$ cat src/rtl/seq_alu_if.sv
// seq_alu request/response bundle: valid/ready request side,
// registered result side with a one-cycle out_valid pulse.
interface seq_alu_if #(
    parameter int WIDTH = 32
);
    logic             in_valid;
    logic             in_ready;
    logic [3:0]       OP;
    logic [WIDTH-1:0] A;
    logic [WIDTH-1:0] B;
    logic             out_valid;
    logic [WIDTH-1:0] F;
    logic [WIDTH-1:0] HI;
    logic [WIDTH-1:0] LO;
    logic             ZF;
    logic             CF;
    logic             OF;
    logic             SF;
    logic             PF;
    logic             DZ;

    modport master (
        output in_valid, OP, A, B,
        input  in_ready, out_valid, F, HI, LO,
        input  ZF, CF, OF, SF, PF, DZ
    );

    modport slave (
        input  in_valid, OP, A, B,
        output in_ready, out_valid, F, HI, LO,
        output ZF, CF, OF, SF, PF, DZ
    );
endinterface

$ cat src/rtl/seq_alu.sv
// Clocked EX-stage ALU with iterative MUL/DIV into HI/LO.
// Define SEQ_ALU_SIGNED_MULDIV_EN to enable signed MULT/DIV (OP 13/14).
module seq_alu #(
    parameter int WIDTH = 32,
    parameter int SHW   = $clog2(WIDTH)
) (
    input logic     clk,
    input logic     rst_n,
    seq_alu_if.slave bus
);
    localparam logic [3:0] OP_AND   = 4'd0;
    localparam logic [3:0] OP_OR    = 4'd1;
    localparam logic [3:0] OP_XOR   = 4'd2;
    localparam logic [3:0] OP_NOR   = 4'd3;
    localparam logic [3:0] OP_ADD   = 4'd4;
    localparam logic [3:0] OP_SUB   = 4'd5;
    localparam logic [3:0] OP_SLT   = 4'd6;
    localparam logic [3:0] OP_SLL   = 4'd7;
    localparam logic [3:0] OP_SRL   = 4'd8;
    localparam logic [3:0] OP_SRA   = 4'd9;
    localparam logic [3:0] OP_SLTU  = 4'd10;
    localparam logic [3:0] OP_MULTU = 4'd11;
    localparam logic [3:0] OP_DIVU  = 4'd12;
`ifdef SEQ_ALU_SIGNED_MULDIV_EN
    localparam logic [3:0] OP_MULT  = 4'd13;
    localparam logic [3:0] OP_DIV   = 4'd14;
`endif

    typedef enum logic {
        S_IDLE,
        S_BUSY
    } state_t;

    state_t state;
    state_t nxt;

    logic             acc;
    logic             bz;
    logic             go_mul;
    logic             go_div;
    logic             dz_now;
    logic             start;
    logic             last;
    logic [SHW-1:0]   cnt;
    logic             is_div;
    logic [WIDTH-1:0] wh;
    logic [WIDTH-1:0] wl;
    logic [WIDTH-1:0] wd;
    logic [WIDTH-1:0] ma;
    logic [WIDTH-1:0] mb;
    logic             ovf;

    logic [WIDTH-1:0] res;
    logic             s_cf;
    logic             s_of;
    logic [WIDTH:0]   ext;
    logic [WIDTH:0]   sll_w;
    logic [WIDTH:0]   srl_w;
    logic [WIDTH:0]   sra_w;

    logic [WIDTH:0]   mul_sum;
    logic [WIDTH:0]   div_sh;
    logic [WIDTH:0]   div_df;
    logic [WIDTH-1:0] it_h;
    logic [WIDTH-1:0] it_l;
    logic [WIDTH-1:0] fin_h;
    logic [WIDTH-1:0] fin_l;

    logic             upd;
    logic             wr_hl;
    logic [WIDTH-1:0] nf;
    logic [WIDTH-1:0] nhi;
    logic [WIDTH-1:0] nlo;
    logic             ncf;
    logic             nof;
    logic             ndz;

`ifdef SEQ_ALU_SIGNED_MULDIV_EN
    logic             sgn;
    logic             neg_lo;
    logic             neg_hi;
    logic             ovf_r;
    logic [2*WIDTH-1:0] prod;
`endif

    assign acc  = bus.in_valid & bus.in_ready;
    assign bz   = (bus.B == '0);
    assign last = (state == S_BUSY) &&
                  (cnt == SHW'(WIDTH - 1));

    // Decide which accepted ops go iterative
    always_comb begin
        go_mul = (bus.OP == OP_MULTU);
        go_div = (bus.OP == OP_DIVU) && !bz;
        dz_now = (bus.OP == OP_DIVU) && bz;
`ifdef SEQ_ALU_SIGNED_MULDIV_EN
        go_mul = go_mul || (bus.OP == OP_MULT);
        go_div = go_div ||
                 ((bus.OP == OP_DIV) && !bz);
        dz_now = dz_now ||
                 ((bus.OP == OP_DIV) && bz);
`endif
        start = acc && (go_mul || go_div);
    end

    always_comb begin
        ma = bus.A;
        mb = bus.B;
`ifdef SEQ_ALU_SIGNED_MULDIV_EN
        sgn = (bus.OP == OP_MULT) ||
              (bus.OP == OP_DIV);
        if (sgn && bus.A[WIDTH-1]) ma = -bus.A;
        if (sgn && bus.B[WIDTH-1]) mb = -bus.B;
`endif
    end

    always_ff @(posedge clk or negedge rst_n) begin
        if (!rst_n) state <= S_IDLE;
        else        state <= nxt;
    end

    always_comb begin
        nxt = state;
        unique case (state)
            S_IDLE: if (start) nxt = S_BUSY;
            S_BUSY: if (last)  nxt = S_IDLE;
            default: nxt = S_IDLE;
        endcase
    end

    always_comb begin
        bus.in_ready = (state == S_IDLE);
    end

    always_comb begin
        ext   = '0;
        sll_w = {1'b0, bus.B} << bus.A[SHW-1:0];
        srl_w = {bus.B, 1'b0} >> bus.A[SHW-1:0];
        sra_w = $signed({bus.B, 1'b0}) >>>
                bus.A[SHW-1:0];
        res   = '0;
        s_cf  = 1'b0;
        s_of  = 1'b0;
        case (bus.OP)
            OP_AND: res = bus.A & bus.B;
            OP_OR:  res = bus.A | bus.B;
            OP_XOR: res = bus.A ^ bus.B;
            OP_NOR: res = ~(bus.A | bus.B);
            OP_ADD: begin
                ext  = {1'b0, bus.A} + {1'b0, bus.B};
                res  = ext[WIDTH-1:0];
                s_cf = ext[WIDTH];
                s_of = (bus.A[WIDTH-1] == bus.B[WIDTH-1]) &&
                       (res[WIDTH-1] != bus.A[WIDTH-1]);
            end
            OP_SUB: begin
                ext  = {1'b0, bus.A} - {1'b0, bus.B};
                res  = ext[WIDTH-1:0];
                s_cf = ext[WIDTH];
                s_of = (bus.A[WIDTH-1] != bus.B[WIDTH-1]) &&
                       (res[WIDTH-1] != bus.A[WIDTH-1]);
            end
            OP_SLT: res = WIDTH'($signed(bus.A) <
                                 $signed(bus.B));
            OP_SLTU: res = WIDTH'(bus.A < bus.B);
            // The extra bit catches the last bit shifted out
            OP_SLL: begin
                res  = sll_w[WIDTH-1:0];
                s_cf = sll_w[WIDTH];
            end
            OP_SRL: begin
                res  = srl_w[WIDTH:1];
                s_cf = srl_w[0];
            end
            OP_SRA: begin
                res  = sra_w[WIDTH:1];
                s_cf = sra_w[0];
            end
            default: res = '0;
        endcase
    end

    always_comb begin
        mul_sum = {1'b0, wh} +
                  (wl[0] ? {1'b0, wd} : '0);
        div_sh  = {wh, wl[WIDTH-1]};
        div_df  = div_sh - {1'b0, wd};
        if (is_div) begin
            it_h = div_df[WIDTH] ? div_sh[WIDTH-1:0]
                                 : div_df[WIDTH-1:0];
            it_l = {wl[WIDTH-2:0], ~div_df[WIDTH]};
        end else begin
            it_h = mul_sum[WIDTH:1];
            it_l = {mul_sum[0], wl[WIDTH-1:1]};
        end
    end

    always_comb begin
        fin_h = it_h;
        fin_l = it_l;
`ifdef SEQ_ALU_SIGNED_MULDIV_EN
        prod = {it_h, it_l};
        if (!is_div && neg_lo) begin
            prod  = -prod;
            fin_h = prod[2*WIDTH-1:WIDTH];
            fin_l = prod[WIDTH-1:0];
        end
        if (is_div && neg_lo) fin_l = -it_l;
        if (is_div && neg_hi) fin_h = -it_h;
        ovf = ovf_r;
`else
        ovf = 1'b0;
`endif
    end

    always_comb begin
        upd   = 1'b0;
        wr_hl = 1'b0;
        nf    = res;
        nhi   = bus.HI;
        nlo   = bus.LO;
        ncf   = s_cf;
        nof   = s_of;
        ndz   = 1'b0;
        if (last) begin
            upd   = 1'b1;
            wr_hl = 1'b1;
            nhi   = fin_h;
            nlo   = fin_l;
            nf    = fin_l;
            ncf   = 1'b0;
            nof   = ovf;
        end else if (acc && dz_now) begin
            upd   = 1'b1;
            wr_hl = 1'b1;
            nhi   = bus.A;
            nlo   = '1;
            nf    = '1;
            ncf   = 1'b0;
            nof   = 1'b0;
            ndz   = 1'b1;
        end else if (acc && !start) begin
            upd = 1'b1;
        end
    end

    always_ff @(posedge clk or negedge rst_n) begin
        if (!rst_n) begin
            bus.out_valid <= 1'b0;
            bus.F  <= '0;
            bus.HI <= '0;
            bus.LO <= '0;
            bus.ZF <= 1'b0;
            bus.CF <= 1'b0;
            bus.OF <= 1'b0;
            bus.SF <= 1'b0;
            bus.PF <= 1'b0;
            bus.DZ <= 1'b0;
        end else begin
            bus.out_valid <= upd;
            if (upd) begin
                bus.F  <= nf;
                bus.ZF <= (nf == '0);
                bus.SF <= nf[WIDTH-1];
                bus.PF <= ^nf;
                bus.CF <= ncf;
                bus.OF <= nof;
                bus.DZ <= ndz;
            end
            if (wr_hl) begin
                bus.HI <= nhi;
                bus.LO <= nlo;
            end
        end
    end

    always_ff @(posedge clk or negedge rst_n) begin
        if (!rst_n) begin
            cnt    <= '0;
            is_div <= 1'b0;
            wh     <= '0;
            wl     <= '0;
            wd     <= '0;
        end else if (start) begin
            cnt    <= '0;
            is_div <= go_div;
            wh     <= '0;
            wl     <= go_div ? ma : mb;
            wd     <= go_div ? mb : ma;
        end else if (state == S_BUSY) begin
            cnt <= cnt + SHW'(1);
            wh  <= it_h;
            wl  <= it_l;
        end
    end

`ifdef SEQ_ALU_SIGNED_MULDIV_EN
    // Sign fix-ups latched at accept; the core sees magnitudes
    always_ff @(posedge clk or negedge rst_n) begin
        if (!rst_n) begin
            neg_lo <= 1'b0;
            neg_hi <= 1'b0;
            ovf_r  <= 1'b0;
        end else if (start) begin
            neg_lo <= sgn &&
                      (bus.A[WIDTH-1] ^ bus.B[WIDTH-1]);
            neg_hi <= sgn && go_div && bus.A[WIDTH-1];
            ovf_r  <= (bus.OP == OP_DIV) &&
                      (bus.A == {1'b1, {(WIDTH-1){1'b0}}}) &&
                      (bus.B == '1);
        end
    end
`endif
endmodule

$ cat src/flat_wrapper.sv
// flat-port wrapper written by rule: the top's interface ports become plain ports
module seq_alu_flat 
#(
    parameter int WIDTH = 32,
    parameter int SHW   = $clog2(WIDTH)
)
  (clk, rst_n, bus_in_valid, bus_OP, bus_A, bus_B, bus_in_ready, bus_out_valid, bus_F, bus_HI, bus_LO, bus_ZF, bus_CF, bus_OF, bus_SF, bus_PF, bus_DZ);
  seq_alu_if #(.WIDTH(WIDTH)) bus_i ();
  input logic clk;
  input logic rst_n;
  input wire logic [$bits(bus_i.in_valid)-1:0] bus_in_valid;
  input wire logic [$bits(bus_i.OP)-1:0] bus_OP;
  input wire logic [$bits(bus_i.A)-1:0] bus_A;
  input wire logic [$bits(bus_i.B)-1:0] bus_B;
  output wire logic [$bits(bus_i.in_ready)-1:0] bus_in_ready;
  output wire logic [$bits(bus_i.out_valid)-1:0] bus_out_valid;
  output wire logic [$bits(bus_i.F)-1:0] bus_F;
  output wire logic [$bits(bus_i.HI)-1:0] bus_HI;
  output wire logic [$bits(bus_i.LO)-1:0] bus_LO;
  output wire logic [$bits(bus_i.ZF)-1:0] bus_ZF;
  output wire logic [$bits(bus_i.CF)-1:0] bus_CF;
  output wire logic [$bits(bus_i.OF)-1:0] bus_OF;
  output wire logic [$bits(bus_i.SF)-1:0] bus_SF;
  output wire logic [$bits(bus_i.PF)-1:0] bus_PF;
  output wire logic [$bits(bus_i.DZ)-1:0] bus_DZ;
  assign bus_i.in_valid = bus_in_valid;
  assign bus_i.OP = bus_OP;
  assign bus_i.A = bus_A;
  assign bus_i.B = bus_B;
  assign bus_in_ready = bus_i.in_ready;
  assign bus_out_valid = bus_i.out_valid;
  assign bus_F = bus_i.F;
  assign bus_HI = bus_i.HI;
  assign bus_LO = bus_i.LO;
  assign bus_ZF = bus_i.ZF;
  assign bus_CF = bus_i.CF;
  assign bus_OF = bus_i.OF;
  assign bus_SF = bus_i.SF;
  assign bus_PF = bus_i.PF;
  assign bus_DZ = bus_i.DZ;
  seq_alu #(.WIDTH(WIDTH), .SHW(SHW)) u_core (.clk(clk), .rst_n(rst_n), .bus(bus_i));
endmodule
$ cat config.mk
export PLATFORM = sky130hd
export DESIGN_NAME = seq_alu_flat
export DESIGN_NICKNAME = d
export VERILOG_FILES = /design/src/rtl/seq_alu_if.sv /design/src/rtl/seq_alu.sv /design/src/flat_wrapper.sv
export SDC_FILE = /design/constraint.sdc
export NUM_CORES = 1
export LEC_CHECK = 0
export CAP_MARGIN = 40
export CELL_PAD_IN_SITES_DETAIL_PLACEMENT = 0
export CELL_PAD_IN_SITES_GLOBAL_PLACEMENT = 1
export CORE_MARGIN = 2
export CORE_UTILIZATION = 25
export CTS_BUF_LIST = sky130_fd_sc_hd__clkbuf_8
export DETAILED_ROUTE_END_ITERATION = 16
export PLACE_DENSITY_LB_ADDON = 0.05
export SYNTH_ARGS = -nofsm -noshare
export SYNTH_HDL_FRONTEND = slang
export SYNTH_SLANG_ARGS = --single-unit
$ cat constraint.sdc
create_clock -name clk -period 4.6 [get_ports clk]
set_clock_uncertainty 0.05 [all_clocks]
set_input_delay 0.69 -clock clk [delete_from_list [all_inputs] [get_ports clk]]
set_output_delay 0.69 -clock clk [all_outputs]
set_load 0.02 [all_outputs]
==> Yosys cells after proc, flatten, opt, wreduce, memory -nomap -nowiden <==
Index checks and enable logic that the tools add are counted.
{ "word_totals": {"ff_bits": 206, "in_bits": 71, "output_inout_bits": 104, "word_cells": 102} }
{ "op_classes": {"add_sub_neg": 5, "magnitude_cmp": 2, "eq_ne": 17, "n_shift": 3, "muxes": 34, "bitwise": 7, "n_reduce_logical": 18} }
{ "op_table": {"columns": ["operator", "n"], "rows": [
  ["$mux W32", 16],
  ["$pmux W32 S11", 1],
  ["$logic_not A32 Y1", 2],
  ["$lt A32 B32 Y1", 2],
  ["$add A32 B32 Y33", 1],
  ["$add A32 B33 Y33", 1],
  ["$shl A32 B5 Y33", 1],
  ["$shr A33 B5 Y33", 1],
  ["$sshr A33 B5 Y33", 1],
  ["$sub A32 B32 Y33", 1],
  ["$sub A33 B32 Y33", 1],
  ["$and A32 B32 Y32", 1],
  ["$not A32 Y32", 1],
  ["$or A32 B32 Y32", 1],
  ["$reduce_xor A32 Y1", 1],
  ["$xor A32 B32 Y32", 1],
  ["$eq A4 B4 Y1 const B", 5],
  ["$eq A4 B3 Y1 const B", 4],
  ["$mux W1", 12],
  ["$mux W5", 2],
  ["$eq A4 B2 Y1 const B", 2],
  ["$logic_and A1 B1 Y1", 8],
  ["$add A5 B1 Y5 const B", 1],
  ["$eq A5 B5 Y1 const B", 1],
  ["other kinds (12)", 18]
]} }

==> Logic depth before layout (Yosys ltp) <==
{ "logic_depth": {"ltp_word": 10, "ltp_mapped": 24, "ltp_nobuf": 20} }

==> Least setup slack after synthesis <==
OpenSTA, ideal clock, no wires.
{ "synth_path": {"path_type": "in2reg", "startpoint": "input bus_A[2]", "endpoint": "register u_core.bus.PF", "setup_time_ns": 0.124, "arrival_ns": 5.214, "required_time_ns": 4.426, "slack_ns": -0.787, "path_stages": 23, "n_path_buf": 5, "cell_sequence": "buf_2 clkinv_1 buf_1 buf_1 buf_2 ha_1 buf_4 nor2_1 o31a_1 a211o_1 a2111oi_4 a21oi_2 o31ai_4 mux2i_1 a211oi_2 and4_1 or2_1 ha_1 xnor2_1 xnor2_1 xnor2_1 xnor2_1 a21oi_1"} }
{ "synth_between": {"elab_chain_len": 6, "word_cells_on_any_way": 15, "classes_between": "add/sub (2); order compare (2); shift (3); mux (3); bitwise (4); reduce/logical (1)"} }
{ "synth_rtl": {"columns": ["element", "line_no", "source"], "rows": [
  ["start: declaration", "flat_wrapper.sv:13", "input wire logic [$bits(bus_i.A)-1:0] bus_A;"],
  ["parallel branches: the longest is 2 deep, another holds $sub A32 B32 Y33", null, null],
  ["$pmux W32 S11 (*)", "seq_alu.sv:144", "case (bus.OP)"],
  ["$mux W32 (*)", "seq_alu.sv:233", "end else if (acc && dz_now) begin"],
  ["$mux W32 (*)", "seq_alu.sv:225", "if (last) begin"],
  ["$reduce_xor A32 Y1 (*)", "seq_alu.sv:265", "bus.PF <= ^nf;"],
  ["end signal: assignment", "seq_alu.sv:265", null],
  ["end: declaration", "seq_alu_if.sv:31", "output ZF, CF, OF, SF, PF, DZ"]
]} }
Mark *: on every way between the ends.
A chain may end at the register's enable or synchronous reset.

==> Worst setup path in the final report <==
{ "layout_path": {"startpoint": "input bus_A[8]", "endpoint": "register u_core.bus.ZF"} }
{ "layout_between": {"elab_chain_len": 6, "word_cells_on_any_way": 12, "classes_between": "add/sub (2); order compare (2); mux (3); bitwise (4); reduce/logical (1)"} }
{ "layout_rtl": {"columns": ["element", "line_no", "source"], "rows": [
  ["parallel branches: the longest is 2 deep, another holds $sub A32 B32 Y33", null, null],
  ["$pmux W32 S11 (*)", "seq_alu.sv:144", null],
  ["$mux W32 (*)", "seq_alu.sv:233", null],
  ["$mux W32 (*)", "seq_alu.sv:225", null],
  ["$logic_not A32 Y1 (*)", "seq_alu.sv:263", "bus.ZF <= (nf == '0);"],
  ["end signal: assignment", "seq_alu.sv:263", null],
  ["end: declaration", "seq_alu_if.sv:31", null]
]} }
Marks and branches as above.

==> metrics <==
gp weighted congestion=approximately 0.94; worst r2r src=u_core.wl[31]; CP Max Fanout=5; met3 Usage GRT=0.0395; DIE WIDTH=309 um; Die Ht=309 um; Vias/cell=5.32; Synth async-reset ratio=1.00; Hold Crit Class=primary input to flip-flop; Critical Path Start=bus_A[8]; met2 usage=0.449; worst-margin pin slew=approximately 0.90 ns; P&R area growth vs syn=41.4%; # nets final=just over 4000; Synthesis Warnings=0; port bufs=174; dpl hpwl=114 mm; Req. time, crit path=between 5 and 6 ns; top-level I/O count=between 150 and 200; pin count of the biggest net entering global routing=78; Num CTS Buffers=46; cell count after synthesis=between 3000 and 4000; remaining antenna violation count=0; dominant synthesized flop cell=dfrtp_1; Non-Filler Instances=5127; final setup vio count=0; syn_area_per_cell=7.46 um^2; RSZ-0062 raised after global routing=yes; Distinct cells, synth=93; Post-synth EDFFs=0; Worst-path clk slew=0.06 ns; register area share after synthesis=0.221; drt total wl=139 mm; crit start category=primary input; Slew Limit Fails=0; power per cell area=slightly above 500 nW/um^2; arrival time at the worst endpoint=5.09 ns; outcome=finished, final reports clean; setup_tns=0 ns; worst-skew pair later-pin latency=0.70 ns; FMAX=221 MHz; Post-Syn Area=about 23000 um^2; layer with the highest usage=met2; Worst IR Drop VDD=0.000404 V; fill count=9789; met1 Use GR=0.406; CTS sink cnt=~210; CTS tree=done; ratio of cells with drive above 1 in the final layout=0.252; DRT Pass-1 Iters=6; number of global-route vias before repair=26900; Core Region=91800 um^2; CTS H-tree lvls=2; Placed Cells incl. Taps=5041; Period minus WS final=4.52 ns; Max Cap Viol=0; Seq cells post-synth=slightly above 200; via count=27300; first-pass GRT wire length=196 mm; Fin. Hold Viols=0; Crit. End Element=flip-flop; std cell rows=between 100 and 150; hold path startpoint=bus_A[4]; Initial Utilization=0.253; global router's overall resource usage=0.285; Worst Path Class, Setup=primary input to flip-flop; Static Leakage=0.0151 uW; CTS root buf=clkbuf_8; Die ar.=between 90000 and 100000 um^2; Relative slew margins=0.397; Overflow after GRT=0; Max Root-Sink Buffers=3; Mapped Nets=3369; # DRC=0; final core occ=0.358; 1st-iter DRT viols=roughly 2500; initial antenna violation count=5; Avg WL per Cell=27.0 um; Final Cycle Share=0.983
## final timing paths
| check | cells after the start | end | slack (ns) |
|---|---|---|---|
| worst max-delay path | 19 | u_core.bus.ZF | 0.08 |
| worst min-delay path | 4 | u_core.bus.HI[4] | 0.41 |
| worst max register to register | 21 | u_core.bus.PF | 0.28 |
| worst min register to register | 1 | u_core.bus.DZ | 0.43 |
| max in group asynchronous | 3 | u_core.wl[5] | 3.05 |
| min in group asynchronous | 2 | u_core.bus.LO[27] | 0.46 |
## cell usage in the layout, fill, tap and decap left out, types with 58 or more instances in the layout
| cell | n |
|---|---|
| nor2_1 | 356 |
| buf_4 | 718 |
| clkdlybuf4s50_1 | 154 |
| a31oi_1 | 58 |
| dfrtp_1 | 203 |
| nand2_1 | 304 |
| a21oi_1 | 309 |
| mux2i_1 | 124 |
| inv_1 | 160 |
| ha_1 | 172 |
| o21ai_0 | 295 |
## logic make-up (layout without fill, tap and decap cells)
kind of cell,count (synthesis),in the layout,synth area share
AOI/OAI and AO/OA,1103,1103,0.297
xor gates and xnor gates,86,86,0.0333
adders and majority gates,187,187,0.102
buffers and inverters,381,1152,0.0639
DFF,205,205,0.221
muxes,187,187,0.0959
other,0,2,0
and+or+nand+nor,962,962,0.187
## state kept, by name (all words and copies together) (netlist names), 5 cells and up
register and count:
u_core.wd 32, u_core.bus.LO 32, u_core.wl 32, u_core.cnt 5, u_core.wh 32, u_core.bus.HI 32, u_core.bus.F 31
## timing repair
action,4_1_cts,5_1_grt
endpoints found under the hold margin,49,0
pin swaps,0,20
setup endpoints to repair,2,3
gates resized for setup,18,52
setup buffers,0,5
cloned,0,0
hold buffers,1,0
## per-layer routing
layer  up-vias  part of all wire
li1      12700                 -
met3       138             0.054
met1     13500              0.47
met2       898              0.44
met4         0             0.027
met5         -                 0
## synthesized netlist by cell type (44+ instances only)
| cell type | instances | share of area |
|---|---|---|
| xnor2_1 | 58 | 0.022 |
| a21oi_1 | 315 | 0.068 |
| nand2_1 | 306 | 0.049 |
| a21o_1 | 51 | 0.016 |
| o21ai_0 | 303 | 0.065 |
| clkbuf_1 | 167 | 0.027 |
| ha_1 | 183 | 0.099 |
| nand3_1 | 44 | 0.0095 |
| dfrtp_1 | 205 | 0.22 |
| a31oi_1 | 60 | 0.016 |
| inv_1 | 150 | 0.024 |
| and2_1 | 47 | 0.013 |
| mux2i_1 | 124 | 0.053 |
| nor2_1 | 361 | 0.058 |
| a211oi_1 | 44 | 0.014 |
## layout make-up
cell class	count	area (um^2)	share of cell area
clock buffer	54	743	0.0226
inverter	157	602	0.0183
timing repair buffer	917	7630	0.232
sequential	205	5130	0.156
tap	1243	1560	0.0474
antenna	2	5.00	0.000152
clock inverter	24	146	0.00446
multi-input combinational	2525	17000	0.518
## critical path: stages
cell and delay [ns]:
clkdlybuf4s50_1 0.50, inv_1 0.10, ha_4 0.27, buf_4 0.13, a21oi_1 0.17, o21bai_1 0.09, a21oi_1 0.28, buf_4 0.19
a2111oi_4 0.06, buf_4 0.17, a21oi_4 0.32, o21bai_1 0.19, a221o_1 0.32, a221o_1 0.34, nand2_1 0.13, ha_1 0.26
nand4_1 0.18, or4_1 0.54, o21ai_1 0.13
## per-stage QoR
step | area [um^2] | hold slack (ns) | power (uW) | worst slack [ns]
6_report | 32800 | 0.411 | 16800 | 0.0791
2_1_floorplan | 23400 | 0.344 | 9890 | -0.282
3_5_place_dp | 31600 | 0.423 | 14600 | -0.971
4_1_cts | 32500 | 0.356 | 16800 | 0.00624
5_1_grt | 32800 | 0.400 | 18000 | -0.0355
3_3_place_gp | 31600 | 0.418 | 14600 | -1.02
## power breakdown
part	internal (uW)	total (uW)	switching (uW)
Combinational	4810	11400	6600
Sequential	2580	3350	773
Clock	1120	2080	962
Total	8510	16800	8340
Note: power is estimated with default switching activity, not from simulation.
